`src/rtl/baud_gen_frac.sv`:
```
// rtl/baud_gen_frac.sv - fractional baud-rate generator with oversample and bit ticks
//
// Optional feature macro: BAUD_GEN_FRAC_EN (fractional accumulator present when defined).
//
// Ports:
//   i_clk       sole clock, rising edge
//   i_reset_n   asynchronous active-low reset
//   i_enable    run when 1, clear-and-hold when 0
//   i_div       requested integer divisor
//   i_frac      requested fractional divisor, units of 1/2^NB_FRAC
//   i_load      capture i_div/i_frac into the pending shadow
//   o_load_ack  pulse in the cycle a captured divisor becomes active
//   o_tick      oversample tick, one cycle wide
//   o_bit_tick  bit-rate tick, coincident with every OVERSAMPLE-th o_tick
module baud_gen_frac #(
    parameter int NB_DIV       = 16,
    parameter int NB_FRAC      = 4,
    parameter int OVERSAMPLE   = 16,
    parameter int DEFAULT_DIV  = 163,
    parameter int DEFAULT_FRAC = 0
) (
    input  logic               i_clk,
    input  logic               i_reset_n,
    input  logic               i_enable,
    input  logic [NB_DIV-1:0]  i_div,
    input  logic [NB_FRAC-1:0] i_frac,
    input  logic               i_load,
    output logic               o_load_ack,
    output logic               o_tick,
    output logic               o_bit_tick
);

    // One extra bit so a full-scale divisor plus carry does not wrap.
    localparam int NB_CNT = NB_DIV + 1;
    localparam int NB_SUB = $clog2(OVERSAMPLE);
    localparam logic [NB_SUB-1:0] SUB_LAST = NB_SUB'(OVERSAMPLE - 1);
    localparam logic [NB_DIV-1:0] DEF_DIV  = (DEFAULT_DIV < 2) ? NB_DIV'(2) : NB_DIV'(DEFAULT_DIV);

    // Divisors 0 and 1 cannot produce a one-cycle-wide tick with a gap; force 2.
    function automatic logic [NB_DIV-1:0] sat_div(input logic [NB_DIV-1:0] d);
        return (d[NB_DIV-1:1] == '0) ? NB_DIV'(2) : d;
    endfunction

    logic [NB_CNT-1:0] cnt_q, cnt_d, p_d;
    logic [NB_SUB-1:0] sub_q, sub_d;
    logic [NB_DIV-1:0] div_q, div_d, div_pend_q;
    logic              pend_q, pend_d;
    logic              apply;
    logic              carry_d;
    logic              tick_d, bit_tick_d, ack_d;

    // The pending divisor is swapped in at the end of a tick cycle, so the
    // next period already uses it; while idle it is swapped in immediately.
    // The registered pend_q (not i_load) is used, so a load arriving in the
    // tick cycle itself waits for the following tick.
    assign apply = pend_q && (o_tick || !i_enable);

    always_comb begin
        div_d  = apply ? sat_div(div_pend_q) : div_q;
        pend_d = i_load || (pend_q && !apply);
        cnt_d  = cnt_q;
        sub_d  = sub_q;
        if (!i_enable) begin
            cnt_d = '0;
            sub_d = '0;
        end else if (o_tick) begin
            cnt_d = '0;
            sub_d = sub_q + NB_SUB'(1);
        end else begin
            cnt_d = cnt_q + NB_CNT'(1);
        end
        p_d = {1'b0, div_d} + {{NB_DIV{1'b0}}, carry_d};
        // Outputs are registered one edge ahead so they line up with the
        // cycle in which the counter sits at P-1.
        tick_d     = i_enable && (cnt_d == p_d - NB_CNT'(1));
        bit_tick_d = tick_d && (sub_d == SUB_LAST);
        // Running: acknowledge alongside the tick whose end applies the load.
        // Idle: acknowledge in the cycle right after the immediate swap.
        ack_d      = (tick_d && pend_d) || (apply && !o_tick);
    end

    always_ff @(posedge i_clk or negedge i_reset_n) begin
        if (!i_reset_n) begin
            cnt_q      <= '0;
            sub_q      <= '0;
            div_q      <= DEF_DIV;
            div_pend_q <= '0;
            pend_q     <= 1'b0;
            o_tick     <= 1'b0;
            o_bit_tick <= 1'b0;
            o_load_ack <= 1'b0;
        end else begin
            cnt_q      <= cnt_d;
            sub_q      <= sub_d;
            div_q      <= div_d;
            pend_q     <= pend_d;
            o_tick     <= tick_d;
            o_bit_tick <= bit_tick_d;
            o_load_ack <= ack_d;
            if (i_load) begin
                div_pend_q <= i_div;
            end
        end
    end

`ifdef BAUD_GEN_FRAC_EN
    logic [NB_FRAC-1:0] frac_q, frac_pend_q, acc_q, acc_d;
    logic [NB_FRAC:0]   acc_sum;
    logic               carry_q;

    // Carry out of the accumulator stretches only the next period by one.
    always_comb begin
        acc_sum = {1'b0, acc_q} + {1'b0, frac_q};
        acc_d   = acc_q;
        carry_d = carry_q;
        if (!i_enable || apply) begin
            acc_d   = '0;
            carry_d = 1'b0;
        end else if (o_tick) begin
            acc_d   = acc_sum[NB_FRAC-1:0];
            carry_d = acc_sum[NB_FRAC];
        end
    end

    always_ff @(posedge i_clk or negedge i_reset_n) begin
        if (!i_reset_n) begin
            frac_q      <= NB_FRAC'(DEFAULT_FRAC);
            frac_pend_q <= '0;
            acc_q       <= '0;
            carry_q     <= 1'b0;
        end else begin
            acc_q   <= acc_d;
            carry_q <= carry_d;
            if (apply) begin
                frac_q <= frac_pend_q;
            end
            if (i_load) begin
                frac_pend_q <= i_frac;
            end
        end
    end
`else
    logic unused_frac;

    assign carry_d     = 1'b0;
    assign unused_frac = ^{i_frac, NB_FRAC'(DEFAULT_FRAC)};
`endif

endmodule

```
`config.mk`:
```
export PLATFORM = sky130hd
export DESIGN_NAME = baud_gen_frac
export DESIGN_NICKNAME = d
export VERILOG_FILES = /design/src/rtl/baud_gen_frac.sv
export SDC_FILE = /design/constraint.sdc
export NUM_CORES = 1
export LEC_CHECK = 0
export CORE_MARGIN = 3
export CORE_UTILIZATION = 42
export DETAILED_ROUTE_END_ITERATION = 6
export SLEW_MARGIN = 20
export SYNTH_ARGS = -nofsm -noshare
export SYNTH_HDL_FRONTEND = slang
export SYNTH_SLANG_ARGS = --single-unit
```
`constraint.sdc`:
```
create_clock -name i_clk -period 9.25 [get_ports i_clk]
set_input_delay 2.3125 -clock i_clk [delete_from_list [all_inputs] [get_ports i_clk]]
set_output_delay 2.3125 -clock i_clk [all_outputs]
set_load 0.005 [all_outputs]
```
; Word level (Yosys, flattened, before mapping)
; Index checks and enable logic that the tools add are counted.
[totals]
regBits = 57
latch_bits = 0
ram_bits = 0
rom_bits = 0
out_inout_bits = 3
wordCells = 32
memories = 0
[classes]
add_sub_neg = 3
n_mul = 0
div_mod_pow = 0
order_cmp = 0
n_eq_ne = 2
n_shift = 0
mux = 6
bitwise = 0
reduce_logical = 13
[ops]
columns = operator, count
row1 = $mux 17, 2
row2 = $mux 16, 2
row3 = $add 17x1->17 const B, 1
row4 = $eq 17x17->1, 1
row5 = $sub 16x1->17 const B, 1
row6 = $logic_not 15->1, 1
row7 = $mux 4, 2
row8 = $logic_and 1x1->1, 6
row9 = $add 4x1->4 const B, 1
row10 = $eq 4x4->1 const B, 1
row11 = $logic_not 1->1, 3
row12 = $logic_or 1x1->1, 3

; Logic depth before layout (Yosys ltp)
; Gate-level depths: netlist of the first run.
[depth]
word_depth = 9
depth_mapped = 18
ltp_nobuf = 14

; Least setup slack after synthesis of the first run
; Ideal clock, no wire load.
[synth_path]
kind = in2reg
from = input i_enable
to = register o_bit_tick
setup_ps = 80
arrival_ps = 4883
path_slack_ps = 4287
path_stages = 16
cell_sequence = nand2b_4 buf_6 nand2_2 buf_6 clkbuf_1 o21a_1 ha_1 nor4b_1 o21ai_1 a21oi_1 xor2_1 a211oi_1 xnor2_1 nor4_1 nand4_2 nor3_2
[synth_via]
elab_chain_cells = 8
[synth_rtl]
columns = element, line_no
row1 = from (decl), 24  ; input logic i_enable,
row2 = $logic_not 1->1, --
row3 = $logic_or 1x1->1, 56  ; assign apply = pend_q && (o_tick || !i_enable);
row4 = $logic_and 1x1->1, 56
row5 = $mux 16, 59  ; div_d = apply ? sat_div(div_pend_q) : div_q;
row6 = $sub 16x1->17, 75  ; tick_d = i_enable && (cnt_d == p_d - NB_CNT'(1));
row7 = $eq 17x17->1, 75
row8 = $logic_and 1x1->1, 75
row9 = $logic_and 1x1->1 *, 76  ; bit_tick_d = tick_d && (sub_d == SUB_LAST);
row10 = via bit_tick_d, 50  ; logic tick_d, bit_tick_d, ack_d;
row11 = to (signal assigned), 98  ; o_bit_tick <= bit_tick_d;
row12 = to (decl), 30  ; output logic o_bit_tick
; The timed path passes the listed nets; every way through them passes the cells marked *.
; A chain may end at the register's enable or synchronous reset.

; Final worst setup path of the first run
[layout_path]
from = input i_enable
to = register o_load_ack
[layout_via]
elab_chain_cells = 9
[layout_rtl]
columns = element, line_no
row1 = $logic_not 1->1, --
row2 = $logic_or 1x1->1, 56
row3 = $logic_and 1x1->1, 56
row4 = $mux 16, 59
row5 = $sub 16x1->17, 75
row6 = $eq 17x17->1, 75
row7 = $logic_and 1x1->1, 75
row8 = $logic_and 1x1->1, 79  ; ack_d = (tick_d && pend_d) || (apply && !o_tick);
row9 = $logic_or 1x1->1 *, 79
row10 = via ack_d, 50
row11 = to (signal assigned), 99  ; o_load_ack <= ack_d;
row12 = to (decl), 28  ; output logic o_load_ack,
; Marked as above.

==> reports/results.tsv, run 1 <==
stage	metric	value	unit
logic_synthesis	synthTopCellsByArea	dfrtp_1 (39%), mux2_2 (5.6%), xnor2_1 (4.6%), nand2_1 (4.5%), nor2_1 (3.6%)	
grt	grt_max_degree	58	
logic_synthesis	async_reset_ff_frac	1.00	
logic_synthesis	netlist.area_leader.share	0.391	
floorplanning	initial_core_util	0.437	
layout	n_antenna_cell	0	
worst_setup_path	cp_max_fo	23	
cts	cts_root_buf	clkbuf_8	
route	wl_per_cell	16.0	um
layout	fin_area	3910	um^2
grt	grt_pass1_vias	2579	
floorplanning	die_area	9200	um^2
logic_synthesis	ys_seq_area_frac	0.422	
worst_setup_path	cp-start-kind	primary input	
floorplanning	die_h	95.9	um
worst_setup_path	r2r_cells	13	
logic_synthesis	netlist_area	3390	um^2
grt	use_met2	0.272	
worst_hold_path	hold_class	reg -> reg	
logic_synthesis	synth.most_common_cell	dfrtp_1	
worst_setup_path	startpoint	i_enable	
power_and_ir_drop	power.density	180	nW/um^2
run	cap_violations	0	
layout	area_growth	15.2	%
grt	grt_pass1_wl	12900	um
placement	dp_slack	3.00	ns
outcome	status	finished, final reports clean	
sta	worst_slew_pin_slew	0.805	ns
logic_synthesis	synthFlopType	dfrtp_1	
power_and_ir_drop	power_leakage	1.60	nW
sta	period_minus_slack	5.91	ns
sta	fmax	0.169	GHz
power_and_ir_drop	power	0.706	mW
placement	io_buffers	22	
worst_setup_path	r2r_slack	5.32	ns
layout	drive_gt1_frac	0.146	
sta	worst_clock_skew	0.00764	ns
logic_synthesis	synthTopCellsByCount	dfrtp_1 (53), nand2_1 (41), nor2_1 (33)	
sta	tns	0	ns
logic_synthesis	synth_largest_area_cell	dfrtp_1	
cts	ctsHoldBuffers	0	
worst_setup_path	worstPathArrival	6.14	ns
worst_setup_path	end_kind	register	
route	first_pass_iters	4	
route	vias	2681	
worst_setup_path	path_common_cell	a21oi_1	
grt	grt_usage	0.185	
cts	ctsResizeCount	0	
floorplanning	die_x	95.9	um
cts	worstSkewPairLatency	0.34	ns
grt	grt_overflow_total	0	
route	postRouteAntennaNets	0	
cts	clkSinkCount	57	
sta	hold_violations	0	
logic_synthesis	synth-edff-count	0	
logic_synthesis	syn_inst	357	
cts	clk_path_buf_depth	2	
cts	h-tree-depth	3	
route	via_per_inst	5.53	
floorplanning	fp-row-count	32	
route	drtIter0Drc	220	
cts	numCtsBuffers	9	
route	wl	7780	um
placement	placed_cell_area	3670	um^2
grt	antenna_found_initial	0	
worst_setup_path	cp_top_family	simple AND/OR/NAND/NOR gates	
worst_setup_path	crit_type	in -> reg	
power_and_ir_drop	peakVddDrop	0.0000975	V
layout	nNetsFinal	405	
placement	place_hpwl	5530	um
logic_synthesis	syn_avg_cell_area	9.51	um^2
worst_hold_path	min_path_cells	1	
worst_hold_path	min_from	div_pend_q[0]	
worst_setup_path	regToRegStartpoint	pend_q	
sta	slew_violations	0	
worst_setup_path	crit_chain	clkdlybuf4s50_1 > and2b_4 > nor2_2 > and3_1 > a21oi_1 > ha_1 > nor4b_1 > o21ai_1 > a21oi_1 > xor2_1 > a211oi_1 > xnor2_1 > nor4_1 > nand4_2 > o22ai_1	
grt	top_usage_layer	met2	
floorplanning	pin_count	27	
route	drc	0	
logic_synthesis	ys_warn_count	0	
placement	place_congestion	0.828	
worst_setup_path	path_buf_inv	1	
grt	met3_usage	0.0360	
worst_setup_path	crit_path_max_incr_delay	0.63	ns
logic_synthesis	synth_nets	384	
worst_setup_path	crit_required	9.49	ns
sta	timing.final.crit_share	0.638	
worst_setup_path	critPathSlowestCell	clkdlybuf4s50_1	
worst_hold_path	hold_end	div_pend_q[0]	
grt	use_met1	0.270	
logic_synthesis	ys_ff_latch	57	
cts	postCtsSetupBuffers	0	
cts	cts_tree	yes	
sta	final-setup-viol-count	0	
sta	rsz0062_at_grt	false	
sta	fin_ws	3.34	ns
floorplanning	core	7770	um^2
cts	clk_pin_slew	0.07	ns
logic_synthesis	yosys.cell_types.count	62	
worst_setup_path	reg2reg_to	o_load_ack	
sta	relSlewSlack	0.462	
## through the flow
step | hold slack [ns] | utilization | cells
after detailed placement | 0.493 | 0.472 | 469
after global routing | 0.521 | 0.503 | 485
after global placement | 0.488 | 0.472 | 469
after CTS | 0.508 | 0.503 | 485
after floorplan | 0.459 | - | 357
final | 0.503 | 0.503 | 485
## per-layer routing
| layer | part of all wire | vias to the layer above |
|---|---|---|
| li1 | - | 1331 |
| met1 | 0.49 | 1290 |
| met2 | 0.45 | 49 |
| met3 | 0.044 | 11 |
| met4 | 0.014 | 0 |
| met5 | 0 | - |
## cell usage in the layout, fill, tap and decap left out, types with 3 or more instances in the layout
master,n
dfstp_2,4
xnor2_1,18
or4_1,6
o21ai_0,15
nand2_1,41
mux2_2,17
nor3_1,8
mux2i_1,9
clkbuf_8,10
a211oi_1,3
and2_1,5
o31ai_1,4
dfrtp_1,53
nand4_1,9
nand3b_1,3
and3_1,4
nand3_1,17
nor4_1,5
clkdlybuf4s50_1,21
xor2_1,7
inv_1,13
a32oi_1,3
bufinv_16,3
nor2_1,33
nor4_2,3
o21ai_1,4
a21oi_1,9
nor2b_1,3
or3_1,3
ha_1,3
nor4b_1,3
## power breakdown
group,switching (mW),internal (mW),total [mW]
Clock,0.105,0.186,0.291
Sequential,0.0241,0.272,0.296
Combinational,0.0653,0.0536,0.119
## cell families after synthesis
family,synth area share
xor gates and xnor gates,0.0711
DFF,0.422
AOI/OAI and AO/OA,0.120
and+or+nand+nor,0.242
buffers and inverters,0.0387
muxes,0.0951
adders and majority gates,0.0111
## how the worst max path moves through the flow
stage	endpoint	slack [ns]	depth (start not counted)
CTS	o_load_ack	3.36	15
floorplan	o_bit_tick	4.29	16
global placement	o_load_ack	3.04	15
detailed placement	o_load_ack	3.00	15
finish	o_load_ack	3.34	15
global route	o_load_ack	2.97	15
## cell type report
class                   instances  area [um^2]
clock buffers                  11          141
clock inverters                 5          103
fillers                       726         3860
inverters                      14         52.6
multi-input cells             273         1830
flip-flops and latches         57         1430
well taps                     102          128
repair buffers                 23          223
## sequential cells by signal, summed over array words and instances (netlist names)
signal / count
div_q: 16
div_pend_q: 16
pend_q: 1
cnt_q: 17
o_load_ack: 1
o_tick: 1
o_bit_tick: 1
sub_q: 4
## worst register-to-register path: stages, from the launching register on
cell and delay [ns]:
dfrtp_1 0.72, inv_2 0.14, nor2_2 0.55, and3_1 0.34, a21oi_1 0.08, ha_1 0.32, nor4b_1 0.18, a32oi_1 0.41
a211oi_1 0.10, xnor3_1 0.22, nand2_1 0.06, nor4_1 0.26, nand4_2 0.21, o22ai_1 0.24
No activity file was read; power rests on OpenSTA's default activity.
==> run 2, diff against run 1 <==
Clock period 9.25 ns to 6 ns, I/O delays scaled along.
==> run 2 against run 1 <==
Net effect:
- clock skew is 0.0030 ns higher
- cell area fell by 0.42%
- combinational power increased by 55%
- non-clock buffer count increased by 3
- global-route usage fell by 0.19 points
- sequential power rose by 54%
- register-to-register slack worse by 3.2 ns
- cell count rose by 0.62%
- first-iteration DRC count shrank 41%
- critical endpoint unchanged
- largest power group unchanged
- highest routed layer unchanged
==> reports/results.tsv, run 2 (same netlist as run 1, synthesis figures left out) <==
stage	metric	value	unit
outcome	status	finished, final reports clean	
route	postRouteAntennaNets	0	
floorplanning	die_area	9200	um^2
grt	use_met2	0.269	
placement	place_congestion	0.874	
layout	layout_common_cells	dfrtp_1 (53), nand2_1 (41), nor2_1 (33)	
power_and_ir_drop	power.density	260	nW/um^2
route	wl_per_cell	15.6	um
placement	place_hpwl	5600	um
floorplanning	pin_count	27	
route	via_per_inst	5.61	
sta	fmax	0.206	GHz
grt	use_met1	0.255	
floorplanning	die_x	95.9	um
route	wl	7620	um
cts	h-tree-depth	3	
grt	top_usage_layer	met2	
route	drtIter0Drc	129	
worst_setup_path	worstPathArrival	5.11	ns
floorplanning	die_h	95.9	um
cts	clk_path_buf_depth	2	
power_and_ir_drop	power_leakage	1.60	nW
sta	tns	0	ns
layout	area_growth	14.7	%
floorplanning	fp-row-count	32	
layout	reg.largest.list	cnt_q: 17 flops, div_pend_q: 16 flops, div_q: 16 flops	
cts	clkSinkCount	57	
layout	n_antenna_cell	0	
sta	timing.final.crit_share	0.809	
worst_setup_path	end_kind	register	
placement	io_buffers	22	
sta	worst_slew_pin_slew	0.811	ns
worst_setup_path	critPathSlowestCell	clkdlybuf4s50_1	
grt	met3_usage	0.0500	
grt	grt_overflow_total	0	
cts	worstSkewPairLatency	0.35	ns
cts	numCtsBuffers	9	
cts	clk_pin_slew	0.07	ns
worst_setup_path	cp-start-kind	primary input	
route	vias	2737	
sta	rsz0062_at_grt	false	
run	cap_violations	0	
cts	cts_root_buf	clkbuf_8	
cts	ctsHoldBuffers	0	
sta	slew_violations	0	
layout	regMostFlops	cnt_q	
placement	dp_slack	0.771	ns
worst_hold_path	hold_class	reg -> reg	
cts	cts_tree	yes	
grt	grt_max_degree	58	
worst_setup_path	crit_required	6.25	ns
layout	largest_reg_flops	17	
sta	worst_clock_skew	0.0107	ns
sta	hold_violations	0	
grt	grt_pass1_vias	2544	
sta	period_minus_slack	4.86	ns
grt	grt_pass1_wl	12700	um
worst_setup_path	crit_type	in -> reg	
floorplanning	initial_core_util	0.437	
worst_setup_path	cp_max_fo	23	
sta	fin_ws	1.14	ns
sta	final-setup-viol-count	0	
worst_setup_path	path_common_cell	a21oi_1	
cts	ctsResizeCount	0	
sta	relSlewSlack	0.458	
floorplanning	core	7770	um^2
layout	final_common_cell	dfrtp_1	
route	first_pass_iters	4	
layout	nNetsFinal	408	
layout	fill_cells	764	
cts	postCtsSetupBuffers	0	
worst_setup_path	crit_chain	clkdlybuf4s50_1 > and2b_4 > nor2_2 > and3_1 > a21oi_1 > ha_1 > nor4b_1 > o21ai_1 > a21oi_1 > xor2_1 > a211oi_1 > xnor2_1 > nor4_1 > nand4_2 > o22ai_1	
power_and_ir_drop	peakVddDrop	0.000169	V
layout	drive_gt1_frac	0.155	
grt	grt_usage	0.183	
worst_setup_path	crit_path_max_incr_delay	0.63	ns
grt	antenna_found_initial	0	
route	drc	0	
[run 2: changes by cell type in the layout (fill, tap and decap cells not counted)]
cell / change
clkinv_4: +1
clkbuf_1: -1
clkbuf_8: +1
clkinv_2: +2
buf_4: +3
clkinvlp_4: -1
bufinv_16: -2
[run 2: cell type report]
class	count	area (um^2)	share of cell area
Multi-Input combinational cell	273	1830	0.470
Sequential cell	57	1430	0.368
Timing Repair Buffer	26	245	0.0630
Clock buffer	11	151	0.0389
Tap cell	102	128	0.0328
Clock inverter	5	53.8	0.0138
Inverter	14	52.6	0.0135
[run 2: per-layer routing]
metal  wire length (um)  part of all wire
met5                  0                 0
met1               3730              0.49
met4                185             0.024
met2               3430              0.45
met3                272             0.036
[run 2: final timing paths]
kind,startpoint,to,slack (ns),cells after the start
min in group asynchronous,i_reset_n,sub_q[3],1.28,2
worst min register to register,div_q[12],div_q[12],0.51,2
worst max register to register,div_pend_q[3],o_load_ack,2.13,14
max in group asynchronous,i_reset_n,div_q[8],4.25,2
worst min-delay path,div_q[12],div_q[12],0.51,2
worst max-delay path,i_enable,o_load_ack,1.14,15
[run 2: stage by stage]
step	instances	util	instance area (um^2)	hold slack, ns	total power, mW
2_1_floorplan	357	-	3390	0.459	0.586
3_3_place_gp	472	0.475	3690	0.492	0.643
3_5_place_dp	472	0.475	3690	0.482	0.647
4_1_cts	488	0.501	3890	0.511	1.02
5_1_grt	488	0.501	3890	0.549	1.07
6_report	488	0.501	3890	0.512	1.01
[run 2: power breakdown]
group	internal, mW	switching, mW	leakage, nW
combinational	0.0843	0.100	0.775
clock	0.213	0.157	0.109
sequential	0.419	0.0367	0.717
total	0.716	0.295	1.60
[run 2: critical path, delay by kind of cell]
family | cells | cell delay [ns]
buffers and inverters | 1 | 0.63
AND/OR/NAND/NOR | 6 | 1.44
XOR/XNOR | 2 | 0.22
AO/OA/AOI/OAI | 5 | 0.96
adder cells (fa/ha/maj) | 1 | 0.34
==> variant (settings of run 2) <==
Add a define of `BAUD_GEN_FRAC_EN`.
--- a/src/rtl/baud_gen_frac.sv
+++ b/src/rtl/baud_gen_frac.sv
@@ -13,4 +13,6 @@
 //   o_tick      oversample tick, one cycle wide
 //   o_bit_tick  bit-rate tick, coincident with every OVERSAMPLE-th o_tick
+`define BAUD_GEN_FRAC_EN
+
 module baud_gen_frac #(
     parameter int NB_DIV       = 16,
Check against the original RTL: not equivalent (Yosys sat finds a counterexample within 10 cycles, from zero or initial values and one cycle with i_reset_n low).
==> variant against run 2 <==
Cell count grew 5.7%. Worst setup slack better by 0.068 ns. Routed wire length increased by 12%. Clock skew increased by 0.0023 ns. Cell area is 13% higher. Critical path depth grew 1. Power rose by 17%. Critical path type unchanged. Maximum frequency up 1.4%. Synthesized area is 12% higher. Critical endpoint is now o_bit_tick. Via count grew 3.3%. Sequential cell count is 13 higher.
==> variant: results (changes against run 2) <==
Global routing
  – Antenna violations before repair: 0 (unchanged)
  – Largest net degree at the start of global routing: 37 (-36%)
  – Total track usage: 0.184 (+0.00131)
  – Number of global-route vias before repair: 2,872 (+13%)
  – First-pass GRT wire length: 14.7 mm (+15%)

Placed design
  – Post-DP HPWL: 6.35 mm (+13%)
  – Port Buffer Count: 26 (+18%)
  – Post-Place Worst Slack: 0.904 ns (+0.134 ns)
  – GPL Wtd Cong: 0.877 (+0.37%)

Synth
  – Top cells by area, synth: dfrtp_1, mux2_2, nand2_1
  – Syn Nets: 406 (+5.7%)
  – Sequential-to-total area share from yosys stat: 0.462 (+0.0402)
  – Post-synth top cells: dfrtp_1, nand2_1, mux2_2, inv_1, xnor2_1
  – Count of cell types in the netlist: 52 (-16%)
  – Most common flop cell mapped by yosys: dfrtp_1

Timing
  – Clock skew: 0.0130 ns (+0.00229 ns)
  – Slew HR: 0.366 (-0.0923)

Status
  – Outcome: finished, final reports clean

Critical path
  – Max FO, Critical Path: 21 (-8.7%)
  – Crit path arrival time: 5.03 ns (-0.08 ns)
  – Depth of the worst register-to-register path: 13 (-1)
  – R2r startpoint: div_pend_q[1]
  – Worst reg-to-reg setup slack: 1.93 ns (-0.20 ns)
  – Worst setup path endpoint: o_bit_tick

Detailed routing
  – Via Count: 2,826 (+3.3%)
  – Routed wire length: 8.52 mm (+12%)
  – Initial drt markers: 116 (-10%)

Clocking
  – Hold_buf cts: 0 (unchanged)
  – Post-CTS Setup Bufs: 0 (unchanged)
  – Post-CTS sizing: 0 (unchanged)
  – Clock-pin slew on the worst setup and hold paths: 0.07 ns (about the same)

Hold path
  – Hold_sp: frac_pend_q[0]
  – Hold WC Path Type: reg2reg

Power and ir drop
  – Lkg Pwr: 1.83 nW (+14%)
  – Switching share of power: 0.266 (-0.0252)
  – Peak VDD IR: 0.000192 V (+13%)

Cells and area
  – N_diodes: 0 (unchanged)
  – Nets: 436 (+6.9%)
  – Share of layout cells above drive strength 1: 0.162 (+0.00632)
-- variant: changes by cell type in the layout (fill, tap and decap cells not counted), sizes merged, moves of 7 or more --
cell / run 2 / this run
nor2: 35 / 14
mux2: 20 / 28
nand3: 17 / 10
o22ai: 1 / 10
or3: 3 / 10
dfrtp: 53 / 66
-- variant: how the worst min path moves through the flow --
stage                      endpoint  slack (ns)  depth (start not counted)
after floorplan           frac_q[0]        0.43                          2
after global placement    frac_q[3]        0.46                          2
after detailed placement  frac_q[0]        0.47                          2
after CTS                 frac_q[0]        0.49                          2
after global routing      frac_q[1]        0.52                          2
final                     frac_q[0]        0.48                          2
-- variant: cell families after synthesis --
family / Yosys count / share of synthesized area
compound gates: 58 / 0.102
xor+xnor: 30 / 0.0730
fa+ha+maj: 9 / 0.0316
buf+inv: 33 / 0.0365
flops: 70 / 0.462
mux: 35 / 0.101
simple gates: 138 / 0.193
-- variant: layout make-up --
cell class / count / area (um2)
clock buffer: 11 / 151
inverter: 20 / 75.1
tap: 108 / 135
sequential: 70 / 1760
clock inverter: 5 / 81.3
fill: 829 / 4360
timing repair buffer: 32 / 300
multi-input combinational: 270 / 1910
-- variant: critical path: stages --
cell             delay, ns
clkdlybuf4s50_1       0.40
buf_4                 0.17
nor2b_1               0.13
buf_4                 0.20
nor2_1                0.11
buf_4                 0.26
nand2_1               0.10
o22ai_1               0.22
ha_1                  0.31
nand2_1               0.13
o32a_1                0.36
a21oi_1               0.18
xnor3_2               0.17
nand4_1               0.09
or4_4                 0.44
nor4_2                0.26
-- variant: per-layer routing --
layer	part of all wire	global-route usage	up-vias
met5	0	0	-
met4	0.020	0.0624	0
met3	0.044	0.0434	10
met2	0.45	0.276	60
met1	0.48	0.264	1357
li1	-	-	1399
-- variant: power groups by stage --
stage / Sequential, mW / Combinational, mW / Clock (mW)
after floorplan: 0.547 / 0.144 / 0
after global placement: 0.560 / 0.200 / 0
after detailed placement: 0.561 / 0.202 / 0
after CTS: 0.552 / 0.203 / 0.443
after global routing: 0.559 / 0.226 / 0.465
final: 0.552 / 0.201 / 0.429
-- variant: stage by stage --
stage | util | instances | total power [mW] | cell area, um2 | hold slack (ns)
final | 0.503 | 516 | 1.18 | 4410 | 0.483
after global routing | 0.503 | 516 | 1.25 | 4410 | 0.521
after CTS | 0.503 | 516 | 1.20 | 4410 | 0.491
after detailed placement | 0.476 | 500 | 0.762 | 4180 | 0.468
after global placement | 0.476 | 500 | 0.761 | 4180 | 0.459
after floorplan | - | 373 | 0.691 | 3800 | 0.435
